<file path="config.mk">
export PLATFORM = sky130hd
export DESIGN_NAME = rom_rgb_arbiter
export DESIGN_NICKNAME = d
export VERILOG_FILES = /design/src/rtl/rom_rgb_arbiter_pkg.sv /design/src/rtl/rom_rgb_arbiter_rr_arbiter.sv /design/src/rtl/rom_rgb_arbiter.sv
export SDC_FILE = /design/constraint.sdc
export NUM_CORES = 1
export LEC_CHECK = 0
export ABC_CLOCK_PERIOD_IN_PS = 4000
export CAP_MARGIN = 15
export CORE_ASPECT_RATIO = 2
export CORE_MARGIN = 2
export CORE_UTILIZATION = 38
export DETAILED_ROUTE_END_ITERATION = 10
export PLACE_DENSITY = 0.86
export SETUP_SLACK_MARGIN = 0.15
export SYNTH_ARGS = -nofsm -noshare
export SYNTH_HDL_FRONTEND = slang
export SYNTH_HIERARCHICAL = 1
export SYNTH_SLANG_ARGS = --single-unit
</file>
<file path="constraint.sdc">
create_clock -name i_clk -period 4 [get_ports i_clk]
set_clock_uncertainty 0.1 [all_clocks]
set_input_delay 0.4 -clock i_clk [delete_from_list [all_inputs] [get_ports i_clk]]
set_output_delay 0.4 -clock i_clk [all_outputs]
set_load 0.05 [all_outputs]
</file>
<file path="src/rtl/rom_rgb_arbiter_pkg.sv">
// Shared constants, state encoding and small helpers for the sprite-ROM arbiter.
package rom_rgb_arbiter_pkg;

  localparam int ROM_ADDR_W      = 9;
  localparam int ROM_DATA_W      = 24;
  localparam int ROM_DEPTH_WORDS = 288;
  localparam int ROM_RD_LATENCY  = 2;

  typedef enum logic [1:0] {
    ST_IDLE  = 2'd0,
    ST_ISSUE = 2'd1,
    ST_WAIT  = 2'd2,
    ST_ACK   = 2'd3
  } arb_state_t;

  function automatic int idx_w(input int n);
    return (n <= 2) ? 1 : $clog2(n);
  endfunction

  // Distance of requester k from the round-robin pointer, searching upward with wrap.
  function automatic int rr_distance(input int k, input int ptr, input int n);
    int d;
    d = k - ptr;
    if (d < 0) d = d + n;
    return d;
  endfunction

endpackage

</file>
<file path="src/rtl/rom_rgb_arbiter_rr_arbiter.sv">
// Combinational round-robin winner search: first asserted request at or after ptr.
module rr_arbiter
  import rom_rgb_arbiter_pkg::*;
#(
  parameter int N_REQ = 3,
  parameter int IDX_W = idx_w(N_REQ)
) (
  input  logic [N_REQ-1:0] req,
  input  logic [IDX_W-1:0] ptr,
  output logic [N_REQ-1:0] grant,
  output logic [IDX_W-1:0] idx,
  output logic             any_req
);

  int best_d;

  always_comb begin
    grant   = '0;
    idx     = '0;
    best_d  = N_REQ;
    for (int k = 0; k < N_REQ; k++) begin
      if (req[k] && (rr_distance(k, int'(ptr), N_REQ) < best_d)) begin
        best_d   = rr_distance(k, int'(ptr), N_REQ);
        grant    = '0;
        grant[k] = 1'b1;
        idx      = IDX_W'(k);
      end
    end
    any_req = |req;
  end

endmodule

</file>
<file path="src/rtl/rom_rgb_arbiter.sv">
// Round-robin sharing of the rom_rgb sprite ROM between N_REQ pixel requesters.
// Optional WAIT-state timeout is enabled by defining ROM_RGB_ARB_TIMEOUT_EN.
module rom_rgb_arbiter
  import rom_rgb_arbiter_pkg::*;
#(
  parameter int N_REQ     = 3,
  parameter int ROM_DEPTH = ROM_DEPTH_WORDS
`ifdef ROM_RGB_ARB_TIMEOUT_EN
  ,
  parameter int TIMEOUT_CYCLES = 8
`endif
) (
  input  logic                        i_clk,
  input  logic                        i_rst_n,
  input  logic [N_REQ-1:0]            i_req,
  input  logic [ROM_ADDR_W*N_REQ-1:0] i_address,
  output logic [N_REQ-1:0]            o_ack,
  output logic [ROM_DATA_W-1:0]       o_rgb_data,
  output logic                        o_err,
  output logic                        o_busy,
  output logic                        o_rom_read,
  output logic [ROM_ADDR_W-1:0]       o_rom_address,
  input  logic [ROM_DATA_W-1:0]       i_rom_rgb_data,
  input  logic                        i_rom_valid
);

  localparam int IDX_W = idx_w(N_REQ);
  localparam logic [ROM_ADDR_W:0] DEPTH_LIM = (ROM_ADDR_W + 1)'(ROM_DEPTH);

  arb_state_t              state_q, state_d;
  logic [IDX_W-1:0]        ptr_q, ptr_d;
  logic [IDX_W-1:0]        idx_q, idx_d;
  logic [ROM_ADDR_W-1:0]   addr_q, addr_d;
  logic [N_REQ-1:0]        grant;
  logic [IDX_W-1:0]        win_idx;
  logic                    any_req;
  logic [ROM_ADDR_W-1:0]   sel_addr;
  logic [N_REQ-1:0]        ack_d;
  logic [ROM_DATA_W-1:0]   rgb_d;
  logic                    err_d;
  logic                    read_d;
  logic                    busy_d;

`ifdef ROM_RGB_ARB_TIMEOUT_EN
  localparam int CNT_W = $clog2(TIMEOUT_CYCLES + 1);
  logic [CNT_W-1:0] cnt_q, cnt_d;
  logic             expired;

  // Counter runs only in WAIT, so it reads zero on every WAIT entry.
  always_comb begin
    cnt_d   = '0;
    expired = (cnt_q == CNT_W'(TIMEOUT_CYCLES - 1));
    if (state_q == ST_WAIT) cnt_d = cnt_q + CNT_W'(1);
  end
`endif

  rr_arbiter #(
    .N_REQ (N_REQ),
    .IDX_W (IDX_W)
  ) u_rr (
    .req     (i_req),
    .ptr     (ptr_q),
    .grant   (grant),
    .idx     (win_idx),
    .any_req (any_req)
  );

  always_comb begin
    sel_addr = '0;
    for (int k = 0; k < N_REQ; k++) begin
      if (grant[k]) sel_addr = i_address[k*ROM_ADDR_W +: ROM_ADDR_W];
    end
  end

  always_comb begin
    state_d = state_q;
    ptr_d   = ptr_q;
    idx_d   = idx_q;
    addr_d  = addr_q;
    ack_d   = '0;
    rgb_d   = '0;
    err_d   = 1'b0;
    case (state_q)
      ST_IDLE: begin
        if (any_req) begin
          idx_d  = win_idx;
          addr_d = sel_addr;
          if ({1'b0, sel_addr} < DEPTH_LIM) begin
            state_d = ST_ISSUE;
          end else begin
            // Rejected without touching the ROM; still consumes its round-robin turn.
            state_d = ST_ACK;
            ack_d   = grant;
            err_d   = 1'b1;
          end
        end
      end
      ST_ISSUE: state_d = ST_WAIT;
      ST_WAIT: begin
        if (i_rom_valid) begin
          state_d       = ST_ACK;
          ack_d[idx_q]  = 1'b1;
          rgb_d         = i_rom_rgb_data;
        end
`ifdef ROM_RGB_ARB_TIMEOUT_EN
        else if (expired) begin
          state_d       = ST_ACK;
          ack_d[idx_q]  = 1'b1;
          err_d         = 1'b1;
        end
`endif
      end
      ST_ACK: begin
        state_d = ST_IDLE;
        ptr_d   = (idx_q == IDX_W'(N_REQ - 1)) ? '0 : idx_q + IDX_W'(1);
      end
      default: state_d = ST_IDLE;
    endcase
    read_d = (state_d == ST_ISSUE);
    busy_d = (state_d != ST_IDLE);
  end

  // Outputs are registered from the next-state decode so they line up with the state.
  always_ff @(posedge i_clk or negedge i_rst_n) begin
    if (!i_rst_n) begin
      state_q       <= ST_IDLE;
      ptr_q         <= '0;
      idx_q         <= '0;
      addr_q        <= '0;
      o_ack         <= '0;
      o_rgb_data    <= '0;
      o_err         <= 1'b0;
      o_busy        <= 1'b0;
      o_rom_read    <= 1'b0;
      o_rom_address <= '0;
`ifdef ROM_RGB_ARB_TIMEOUT_EN
      cnt_q         <= '0;
`endif
    end else begin
      state_q       <= state_d;
      ptr_q         <= ptr_d;
      idx_q         <= idx_d;
      addr_q        <= addr_d;
      o_ack         <= ack_d;
      o_rgb_data    <= rgb_d;
      o_err         <= err_d;
      o_busy        <= busy_d;
      o_rom_read    <= read_d;
      o_rom_address <= addr_d;
`ifdef ROM_RGB_ARB_TIMEOUT_EN
      cnt_q         <= cnt_d;
`endif
    end
  end

endmodule

</file>
# Yosys cells after proc, flatten, opt, wreduce, memory -nomap -nowiden
# Cells that the tools add are included.
# classes
n_eq_ne	5
add_sub_neg	7
magnitude_cmp	9
muxes	29
reduce_logical	8
# op_table
cell	n
two-way mux 32 bit	5
adder 32 x 3 -> 32 bit (second input constant)	2
less-than comparator 32 x 1 -> 1 bit (second input constant)	2
less-than comparator 32 bit	2
two-way mux 24 bit	2
less-than comparator 32 x 3 -> 1 bit (second input constant)	1
two-way mux 9 bit	3
two-way mux 2 bit	6
two-way mux 3 bit	4
less-than comparator 9 bit (second input constant)	1
one-hot mux 2 bit (4 select lines)	1
equality test 2 bit (second input constant)	3
two-way mux 1 bit	6
one-hot mux 3 bit (2 select lines)	1
subtractor 1 x 2 -> 3 bit (first input constant)	2
adder 3 x 3 -> 4 bit (second input constant)	1
equality test 2 x 1 -> 1 bit (second input constant)	2
logical AND 1 bit	4
less-than comparator 2 x 3 -> 1 bit (second input constant)	1
less-than comparator 3 x 1 -> 1 bit (second input constant)	1
OR reduction 3 bit	1
subtractor 2 x 2 -> 3 bit (first input constant)	1
adder 2 x 1 -> 2 bit (second input constant)	1
demux 1 bit (select 2 bit)	1
4 further kinds	4
# totals
out_inout_bits	39
regBits	45
in_bits	57
wordCells	67

# Depth between registers and ports, before layout
# logic_depth
depth_word	20
ltp_mapped	18
ltp_nobuf	17

# Hierarchy
# The synthesis kept the hierarchy.
# modules_own_cells
module	seq_area_each_um2	instances	cells_per_inst	area_per_inst_um2
rom_rgb_arbiter	1126.1	1	148	1849.3
rr_arbiter	0.0	1	51	425.4

# Least setup slack after synthesis
# No wires, ideal clock.
# synth_path
path_kind	reg-to-reg
startpoint	register ptr_q[1]
endpoint	register o_ack[2]
setup_slack_ns	0.110
t_required_ns	3.778
arrival_time_ns	3.668
stages_incl_launch_ff	19
path_buffers	1
setup_time_ns	0.122
synth_period_minus_slack_ns	3.890
path_cell_list	dfrtp_1 -> inv_1 -> ha_1 -> nor2b_1 -> ha_1 -> o21a_1 -> o31ai_4 -> nand4_2 -> mux2_4 -> ha_1 -> nand2_1 -> nand4b_1 -> a31o_1 -> o21ai_0 -> buf_6 -> nor2b_1 -> a21oi_1 -> o311a_2 -> a32o_1
# synth_between
elab_cells_between_ends	30
cone_classes	add/sub (6); order compare (7); mux (14); reduce/logical (3)
# synth_lines
element	line	rtl
from (decl)	rom_rgb_arbiter.sv:31	logic [IDX_W-1:0] ptr_q, ptr_d;
from (signal assigned)	rom_rgb_arbiter.sv:141	ptr_q <= ptr_d;
subtractor 1 x 2 -> 3 bit	rom_rgb_arbiter_pkg.sv:23	d = k - ptr;
adder 3 x 3 -> 4 bit / less-than comparator 3 x 1 -> 1 bit (equally long branches)	rom_rgb_arbiter_pkg.sv:24	if (d < 0) d = d + n;
two-way mux 32 bit	rom_rgb_arbiter_pkg.sv:24	
less-than comparator 32 x 3 -> 1 bit	rom_rgb_arbiter_rr_arbiter.sv:22	if (req[k] && (rr_distance(k, int'(ptr), N_REQ) < best_d)) begin
logical AND 1 bit	rom_rgb_arbiter_rr_arbiter.sv:22	
two-way mux 32 bit	rom_rgb_arbiter_rr_arbiter.sv:22	
less-than comparator 32 bit	rom_rgb_arbiter_rr_arbiter.sv:22	
logical AND 1 bit	rom_rgb_arbiter_rr_arbiter.sv:22	
[3 not listed]	n/a	
two-way mux 3 bit (*)	rom_rgb_arbiter_rr_arbiter.sv:22	
via grant[2]	rom_rgb_arbiter.sv:34	logic [N_REQ-1:0] grant;
two-way mux 9 bit	rom_rgb_arbiter.sv:71	if (grant[k]) sel_addr = i_address[k*ROM_ADDR_W +: ROM_ADDR_W];
less-than comparator 9 bit	rom_rgb_arbiter.sv:88	if ({1'b0, sel_addr} < DEPTH_LIM) begin
two-way mux 3 bit (*)	rom_rgb_arbiter.sv:88	
two-way mux 3 bit (*)	rom_rgb_arbiter.sv:85	if (any_req) begin
one-hot mux 3 bit (2 select lines) (*)	rom_rgb_arbiter.sv:83	case (state_q)
via ack_d[2]	rom_rgb_arbiter.sv:38	logic [N_REQ-1:0] ack_d;
to (signal assigned)	rom_rgb_arbiter.sv:144	o_ack <= ack_d;
to (decl)	rom_rgb_arbiter.sv:17	output logic [N_REQ-1:0] o_ack,
# Mark *: on every way through the listed nets, which the timed path passes. The rest lies on a longest branch.
# A chain may end at the register's enable or synchronous reset.

# Final worst setup path
# Same ends and word-level chain as after synthesis.

==> results.ini <==
[drt]
via_count=2063
drt-vias-per-instance=5.40
drcViolationCount=5
drt_wl_total_microns=6960
routedWlPerCell_microns=18.2
drtPass1Iterations=7
ant_nets=0
first_iter_violations=77

[final_layout]
num-fill-cells=432
seqCellArea_sq_um=1130
syn2layout_area_growth_pct=72.2
layout.nets=392
n_antenna_cell=0
multi_input_area_sq_um=1310
drive_gt1_frac=0.296

[sta]
maxSlewHeadroom=0.346
final-hold-violation-count=0
fin_crit_ns=3.87
max_freq_ghz=0.258
rsz0062_at_grt=yes
setup_viol=0
worstMarginPinSlew_ns=0.982
min_period_over_period=0.968
fin_tns_setup_ns=0
slew_violations=0
worst_slack_ns=0.128

[cts]
ctsRootBufferMaster=clkbuf_16
htreeDepth=2
cts-buffers-inserted=5
cts.hold.buffers_added=0
cts_tree=done
clock_latency_ns=0.28
clk_pin_slew_worst_paths_ns=0.06
cts_buffer_depth=2
cts.sinks=45

[global_route]
grt_pass1_wl_microns=10700
gr-total-overflow=0
grt_usage=0.214
antenna_found_initial=0
first_global_vias=2262
grt_max_degree=46

[worst_setup_path]
endpoint=o_ack[2]$_DFF_PN0_
end_kind=register
regToRegSetupSlack_ns=0.13
path_class=reg2reg
crit_fanout=4
crit_arrival_ns=3.94
r2r-start=ptr_q[1]$_DFFE_PN0N_
r2r_cells=17
startpoint=ptr_q[1]$_DFFE_PN0N_
cp-start-kind=register
r2r-end=o_ack[2]$_DFF_PN0_
required_ns=4.07

[synthesis]
ys_seq_elements=45
synthArstFlopShare=1.00
ys_dominant_reg_cell=dfrtp_1
avgSynthCellArea_sq_um=11.4
syn_inst=199
synth_top_area_cell=dfrtp_1
ys_top_cells_by_count=dfrtp_1, and3_1, ha_1
synth.most_common_cell=dfrtp_1
synth_area_leaders=dfrtp_1, ha_1, and3_1, nor2b_1, mux2_2
synth.top_cell.area_share=0.495
synth_warnings=6
syn_area_sq_um=2270
synth_edf_count=0
synthDistinctLibCells=44
seq_area_frac_synth=0.495
synth_nets=271

[floorplan]
dieHeight_microns=113
io_pins=96
start_util=0.395
core_area_sq_um=5760
rows=39
die_area_sq_um=6660
die_w_microns=58.7

[run_status]
violations=design-rule violations
status=complete, but fails checks

[pwr]
leakage_nw=1.81
ir_worst_vdd_mv=0.505
p_per_area_nw_per_um2=850

[placed_design]
place_ws_ns=-0.313
dp_hpwl_microns=4620
io_buffers=95
gp_congestion=0.818

[run]
drv_cap=0

[hold_path]
min_path_type=in2async

[worst min path at each step]
stage / from / end / slack (ns) / cells past startpoint
2_1_floorplan: i_rst_n / addr_q[0]$_DFFE_PN0P_ / 0.004 / 0
3_3_place_gp: addr_q[3]$_DFFE_PN0P_ / addr_q[3]$_DFFE_PN0P_ / 0.36 / 2
3_5_place_dp: addr_q[3]$_DFFE_PN0P_ / addr_q[3]$_DFFE_PN0P_ / 0.37 / 2
4_1_cts: i_rst_n / addr_q[2]$_DFFE_PN0P_ / 0.21 / 1
5_1_grt: i_rst_n / addr_q[2]$_DFFE_PN0P_ / 0.25 / 1
6_report: i_rst_n / addr_q[3]$_DFFE_PN0P_ / 0.17 / 1
[layout by cell type, fill, tap and decap left out, types with 4 or more instances in the layout]
cell type	Yosys	layout
clkdlybuf4s50_1	0	94
dfrtp_1	45	44
and3_1	26	24
buf_4	2	23
nor2b_1	14	11
inv_1	11	9
ha_1	15	9
nand2_1	10	8
mux2_2	7	7
buf_6	2	6
a21oi_2	1	5
o31ai_1	5	5
clkbuf_16	0	5
nand3b_1	4	4
nor2b_4	1	4
a221oi_2	0	4
ha_4	0	4
[cells by family after synthesis]
group / synth area share
flip-flops: 0.495
AO/OA/AOI/OAI: 0.132
multiplexers: 0.0413
adder cells (fa/ha/maj): 0.0825
other: 0.00165
AND/OR/NAND/NOR: 0.200
buffers and inverters: 0.0479
[where the power goes]
part	leakage, nW	total (mW)	internal [mW]	switching (mW)
combinational	1.14	2.24	1.05	1.20
clock	0.0799	0.428	0.264	0.164
sequential	0.594	0.657	0.588	0.0686
total	1.81	3.33	1.90	1.43
[layout make-up]
type / count / share of cell area
Multi-Input combinational cell: 132 / 0.334
Clock inverter: 1 / 0.00128
Sequential cell: 45 / 0.288
Clock buffer: 7 / 0.0390
Tap cell: 61 / 0.0195
Inverter: 11 / 0.0105
Timing Repair Buffer: 125 / 0.308
[critical path, stage by stage, from the launching register on]
cell	delay [ns]
dfrtp_1	0.39
inv_2	0.08
ha_4	0.18
nor2b_4	0.14
ha_4	0.21
o21a_1	0.19
o31ai_4	0.08
nand4_2	0.17
mux2_4	0.34
ha_4	0.24
nand2_2	0.08
nand4b_1	0.13
a31o_4	0.26
o21ai_4	0.22
nor2b_1	0.22
a21oi_2	0.08
o311a_4	0.40
a32o_2	0.25
[timing repair]
action | in CTS | in global routing
setup endpoints to repair | 13 | 15
setup buffers | 6 | 6
cloned | 1 | 0
gates resized for setup | 39 | 24
pin swaps | 11 | 17
[layer usage]
| layer | global-route usage | vias up | part of all wire |
|---|---|---|---|
| met5 | 0 | - | 0 |
| met4 | 0.0970 | 0 | 0.038 |
| met3 | 0.0363 | 23 | 0.042 |
| met2 | 0.417 | 74 | 0.59 |
| met1 | 0.204 | 1014 | 0.33 |
| li1 | - | 952 | - |
[state kept, by name, summed over array words and instances (netlist names), 2 cells and up]
register,cells
o_rgb_data,24
idx_q,2
o_ack,3
addr_q,9
ptr_q,2
state_q,2
[stage by stage]
stage / area, sq um / hold slack (ns) / utilization / power (mW) / cells
floorplan: 2270 / 0.00441 / - / 1.78 / 199
global placement: 3360 / 0.360 / 0.584 / 2.32 / 361
detailed placement: 3360 / 0.372 / 0.584 / 2.37 / 361
CTS: 3760 / 0.213 / 0.653 / 3.10 / 376
global route: 3920 / 0.254 / 0.680 / 3.49 / 382
finish: 3920 / 0.175 / 0.680 / 3.33 / 382
No activity file was read; power rests on OpenSTA's default activity.
